$ cat config.mk
export PLATFORM = sky130hd
export DESIGN_NAME = i2s_decoder
export DESIGN_NICKNAME = d
export VERILOG_FILES = /design/src/rtl/i2s_decoder.sv
export SDC_FILE = /design/constraint.sdc
export NUM_CORES = 1
export LEC_CHECK = 0
export BUFFER_PORTS_ARGS = -buffer_cell sky130_fd_sc_hd__buf_2
export CAP_MARGIN = 20
export CORE_MARGIN = 2
export CORE_UTILIZATION = 50
export CTS_CLUSTER_DIAMETER = 120
export CTS_CLUSTER_SIZE = 8
export DETAILED_ROUTE_END_ITERATION = 10
export PLACE_DENSITY = 0.74
export SYNTH_ARGS = -nofsm -noshare
export SYNTH_HDL_FRONTEND = slang
export SYNTH_SLANG_ARGS = --single-unit
export TNS_END_PERCENT = 50
$ cat constraint.sdc
create_clock -name i_clk -period 2.2 [get_ports i_clk]
set_clock_uncertainty 0.15 [all_clocks]
set_input_delay 0.55 -clock i_clk [delete_from_list [all_inputs] [get_ports i_clk]]
set_output_delay 0.55 -clock i_clk [all_outputs]
set_load 0.01 [all_outputs]
$ cat src/rtl/i2s_decoder.sv
// I2S receiver: oversamples BCLK/LRCLK/SDATA in the system clock domain and
// assembles MSB-first left/right words, emitting them as a paired sample with
// a one-cycle valid strobe. Words shorter than WIDTH are left-justified and
// flagged with a one-cycle short strobe at commit time.
module i2s_decoder #(
  parameter int unsigned WIDTH    = 16,
  parameter int unsigned CNT_BITS = 6
) (
  input  logic             i_clk,
  input  logic             i_rst,
  input  logic             i_i2s_bclk,
  input  logic             i_i2s_lrclk,
  input  logic             i_i2s_sdata,
  output logic [WIDTH-1:0] o_data_l,
  output logic [WIDTH-1:0] o_data_r,
  output logic             o_valid,
  output logic             o_short
);

  typedef enum logic [1:0] {
    SEEK  = 2'd0,
    LEFT  = 2'd1,
    RIGHT = 2'd2
  } state_e;

  localparam logic [CNT_BITS-1:0] WIDTH_C = CNT_BITS'(WIDTH);

  // Synchronizer stages and BCLK edge history
  logic bclk_s1_q, bclk_s1_d;
  logic bclk_s2_q, bclk_s2_d;
  logic bclk_prev_q, bclk_prev_d;
  logic lr_s1_q, lr_s1_d;
  logic lr_s2_q, lr_s2_d;
  logic sd_s1_q, sd_s1_d;
  logic sd_s2_q, sd_s2_d;

  // Decoder state
  state_e              state_q, state_d;
  logic                lr_q, lr_d;
  logic                cur_ch_q, cur_ch_d;
  logic [CNT_BITS-1:0] count_q, count_d;
  logic [WIDTH-1:0]    shift_q, shift_d;
  logic [WIDTH-1:0]    pend_l_q, pend_l_d;

  // Registered outputs
  logic [WIDTH-1:0]    data_l_q, data_l_d;
  logic [WIDTH-1:0]    data_r_q, data_r_d;
  logic                valid_q, valid_d;
  logic                short_q, short_d;

  // Combinational helpers
  logic                bclk_rise;
  logic                ch;
  logic                sd_bit;
  logic                boundary;
  logic                word_short;
  logic [CNT_BITS-1:0] cnt_base;
  logic [WIDTH-1:0]    shift_base;

  // Next-state computation: synchronizers, edge detect, word assembly and FSM
  always_comb begin
    bclk_s1_d   = i_i2s_bclk;
    bclk_s2_d   = bclk_s1_q;
    bclk_prev_d = bclk_s2_q;
    lr_s1_d     = i_i2s_lrclk;
    lr_s2_d     = lr_s1_q;
    sd_s1_d     = i_i2s_sdata;
    sd_s2_d     = sd_s1_q;

    state_d     = state_q;
    lr_d        = lr_q;
    cur_ch_d    = cur_ch_q;
    count_d     = count_q;
    shift_d     = shift_q;
    pend_l_d    = pend_l_q;
    data_l_d    = data_l_q;
    data_r_d    = data_r_q;
    valid_d     = 1'b0;
    short_d     = 1'b0;

    bclk_rise   = bclk_s2_q & ~bclk_prev_q;
    ch          = lr_q;
    sd_bit      = sd_s2_q;
    boundary    = (lr_q != cur_ch_q);
    word_short  = (count_q < WIDTH_C);
    cnt_base    = count_q;
    shift_base  = shift_q;

    if (bclk_rise) begin
      // The bit on this edge belongs to the channel seen one edge earlier
      lr_d = lr_s2_q;

      if (boundary) begin
        unique case (state_q)
          SEEK: begin
            if (!ch) state_d = LEFT;
          end
          LEFT: begin
            pend_l_d = shift_q;
            short_d  = word_short;
            state_d  = RIGHT;
          end
          RIGHT: begin
            data_l_d = pend_l_q;
            data_r_d = shift_q;
            valid_d  = 1'b1;
            short_d  = word_short;
            state_d  = LEFT;
          end
          default: state_d = SEEK;
        endcase
        // A boundary wins over saturation: restart the word with this bit as MSB
        cur_ch_d   = ch;
        cnt_base   = '0;
        shift_base = '0;
      end

      shift_d = shift_base;
      for (int unsigned i = 0; i < WIDTH; i++) begin
        if (cnt_base == CNT_BITS'(WIDTH - 1 - i)) shift_d[i] = sd_bit;
      end
      count_d = (cnt_base == '1) ? cnt_base : cnt_base + 1'b1;
    end
  end

  // State register with synchronous reset
  always_ff @(posedge i_clk) begin
    if (i_rst) begin
      bclk_s1_q   <= 1'b0;
      bclk_s2_q   <= 1'b0;
      bclk_prev_q <= 1'b0;
      lr_s1_q     <= 1'b0;
      lr_s2_q     <= 1'b0;
      sd_s1_q     <= 1'b0;
      sd_s2_q     <= 1'b0;
      state_q     <= SEEK;
      lr_q        <= 1'b0;
      cur_ch_q    <= 1'b0;
      count_q     <= '0;
      shift_q     <= '0;
      pend_l_q    <= '0;
      data_l_q    <= '0;
      data_r_q    <= '0;
      valid_q     <= 1'b0;
      short_q     <= 1'b0;
    end else begin
      bclk_s1_q   <= bclk_s1_d;
      bclk_s2_q   <= bclk_s2_d;
      bclk_prev_q <= bclk_prev_d;
      lr_s1_q     <= lr_s1_d;
      lr_s2_q     <= lr_s2_d;
      sd_s1_q     <= sd_s1_d;
      sd_s2_q     <= sd_s2_d;
      state_q     <= state_d;
      lr_q        <= lr_d;
      cur_ch_q    <= cur_ch_d;
      count_q     <= count_d;
      shift_q     <= shift_d;
      pend_l_q    <= pend_l_d;
      data_l_q    <= data_l_d;
      data_r_q    <= data_r_d;
      valid_q     <= valid_d;
      short_q     <= short_d;
    end
  end

  assign o_data_l = data_l_q;
  assign o_data_r = data_r_q;
  assign o_valid  = valid_q;
  assign o_short  = short_q;

endmodule

==> summary.txt <==
Status
  • Status: finished, final reports clean

Route
  • DRT Pass-1 Iters: 4
  • WL/cell: 14.7 um
  • Via-to-Cell Ratio: 5.55
  • DRC viols: 0
  • Iteration-0 DRC Markers: 190
  • Vias after detailed routing: 2833
  • Post-route ant nets: 0
  • Post-detailed-routing wire length: around 7500 um

Cells and area
  • N_diodes: 0
  • Cell area after layout: about 4000 um2
  • Most frequent cells in the layout: 83 x dfxtp_1, 38 x a21oi_1, 38 x buf_2, 31 x nand4_1, 29 x nor2b_1
  • Most common cell after layout, fill and taps aside: dfxtp_1
  • Total Nets Final: ~420
  • Layout cell share with drive strength beyond 1: 21.5%
  • Area Growth Syn to Fin: 14.5%

Clock tree
  • H-tree levels: 3
  • Cts hold-fix bufs: 0
  • CTS clk-pin slew, worst paths: 0.08 ns
  • Clk Tree Root Cell: clkbuf_8
  • Sink Count: 83
  • CTS Buffer Depth: 2
  • Clk_lat worst skew: about 0.35 ns
  • CTS resizes: 0
  • Post-CTS Repair Setup Buffers: 0
  • CTS tree: yes
  • CTS Buf Count: 9

Synthesis
  • Yosys warning count: 0
  • Post-synthesis async set-or-reset flop share: 0%
  • Post-synthesis net count: 386
  • Post-synth EDFFs: 0
  • Distinct cells, synth: 39
  • Avg Cell Area, Syn: 9.43 um2
  • Mapped Cells: 378
  • Sequential element share of the synthesized area: between 40% and 50%
  • Seq cells post-synth: 83
  • Ys flop type: dfxtp_1
  • Syn Std Cell Area: 3560 um2

GRT
  • Vias in the first global route: 2678
  • Pin count of the biggest net entering global routing: 34
  • Antenna violations before repair: 0
  • Total gr overflow: 0
  • First-pass GRT wire length: 12400 um
  • Total Routing Usage GR: 20.3%

STA
  • Measured slew at the worst slew-check pin: between 0.6 and 0.7 ns
  • Final period util: 81.5%
  • Relative slew slack: 58.9%
  • Fmax: 0.558 GHz
  • Count of final setup violators: 0
  • Final hold vios: 0
  • Setup tns final: 0 ns
  • Unrepaired setup endpoints after global routing: no
  • Crit path time final: 1.79 ns
  • Number of max-slew violations in the final report: 0
  • Final setup margin: 0.408 ns

Placement
  • Worst slack at placement: 0.204 ns
  • Dpl hpwl: 4960 um
  • # port buffers: 38
  • Placed cell area: 3880 um2
  • GPL Wtd Cong: around 0.86

Worst setup path
  • Crit path DAT: approximately 1.9 ns
  • Worst Setup Path Type: flip-flop to flip-flop
  • Startpoint Class: flip-flop
  • Max FO, Critical Path: 23
  • Data required time at the worst endpoint: around 2.3 ns
  • CP endpoint kind: flip-flop

Floorplanning
  • DIE WIDTH: 88.4 um
  • Starting Density: 52.2%
  • I/O Pins: 39
  • Die height: just under 90 um
  • Core area: 6830 um2
  • Row count: 30
  • Die area: 7820 um2

Flow run
  • Max-Cap Viols: 0

Power and ir drop
  • Peak VDD IR: 0.000432 V
  • Leak pwr: 0.00163 uW
  • PwrDens: 646 nW/um2

Hold path
  • Hold Crit Class: input port to flip-flop
-- metal layers --
layer  vias to the layer above  GRT usage [%]  part of all wire (%)  wire, um
li1                       1424              -                     -         -
met1                      1317           25.8                    45      3350
met2                        72           33.2                    48      3630
met3                        20           3.73                   3.8       282
met4                         0           9.78                   3.0       224
met5                         -              0                     0         0
-- critical path: stages (launching register included) --
cell	delay, ns
dfxtp_1	0.40
xnor2_4	0.56
buf_4	0.32
o21ai_0	0.11
a21oi_1	0.18
-- worst paths after layout --
check | from | to | slack (ns) | depth (start not counted)
worst max-delay path | cur_ch_q | pend_l_q[7] | 0.41 | 4
worst min-delay path | i_i2s_bclk | bclk_s1_q | 0.25 | 2
worst max register to register | cur_ch_q | pend_l_q[7] | 0.41 | 4
worst min register to register | lr_s2_q | ch | 0.29 | 2
-- synth_stat cells (2+ instances only) --
| cell | instances | share of area, % |
|---|---|---|
| a31oi_1 | 3 | 0.53 |
| buf_4 | 2 | 0.42 |
| mux2_4 | 8 | 3.4 |
| inv_1 | 2 | 0.21 |
| o21ai_0 | 25 | 3.5 |
| nand3_1 | 19 | 2.7 |
| clkbuf_1 | 25 | 2.6 |
| a21o_1 | 7 | 1.5 |
| dfxtp_1 | 83 | 47 |
| a21oi_1 | 38 | 5.3 |
| nor3_1 | 5 | 0.70 |
| nor2_1 | 4 | 0.42 |
| o31ai_1 | 16 | 3.4 |
| nand2_1 | 7 | 0.74 |
| nand4_1 | 31 | 5.4 |
| nand2b_1 | 16 | 2.8 |
| buf_2 | 10 | 1.4 |
| and4_1 | 2 | 0.49 |
| ha_1 | 3 | 1.1 |
| nor2b_1 | 30 | 5.3 |
| mux2i_1 | 23 | 6.5 |
| and2_1 | 2 | 0.35 |
-- layout make-up --
class                           instances  area, um2
Clock inverter                          4       23.8
Inverter                                3       11.3
Fill cell                             639       2750
Multi-Input combinational cell        255       1750
Sequential cell                        83       1660
Timing Repair Buffer                   57        345
Tap cell                               96        120
Clock buffer                           12        165
-- kinds of logic (layout without fill, tap and decap cells) --
group | after synthesis | count (layout) | share of synthesized area [%]
AND/OR/NAND/NOR | 123 | 123 | 21.0
multiplexers | 32 | 32 | 10.1
adder cells (fa/ha/maj) | 3 | 3 | 1.05
XOR/XNOR | 2 | 2 | 0.702
AO/OA/AOI/OAI | 95 | 95 | 15.7
flip-flops | 83 | 83 | 46.6
buffers and inverters | 40 | 76 | 4.78
-- through the flow --
| stage | utilization, % | power, uW | hold WS (ns) | cells |
|---|---|---|---|---|
| after global routing | 59.7 | 2720 | 0.249 | 510 |
| after CTS | 59.6 | 2650 | 0.248 | 510 |
| after global placement | 56.8 | 1630 | 0.266 | 494 |
| final | 59.7 | 2630 | 0.254 | 510 |
| after detailed placement | 56.8 | 1640 | 0.285 | 494 |
| after floorplan | - | 1610 | 0.264 | 378 |
-- report_power, final --
| part | switching (uW) | internal (uW) | leakage [uW] |
|---|---|---|---|
| Sequential | 5.54 | 1510 | 0.000670 |
| Clock | 534 | 499 | 0.000102 |
| Combinational | 58.0 | 29.9 | 0.000856 |
| Total | 597 | 2040 | 0.00163 |
-- registers in the layout, summed over array words and instances (netlist names) --
register,flops
bclk_prev_q,1
bclk_prev_d,1
sd_bit,1
o_data_r,16
shift_q,16
lr_s2_q,1
o_short,1
count_q,6
lr_s1_q,1
o_data_l,16
cur_ch_q,1
state_q,2
o_valid,1
pend_l_q,16
sd_s1_q,1
ch,1
bclk_s1_q,1
Power figures use the tool's default switching activity.
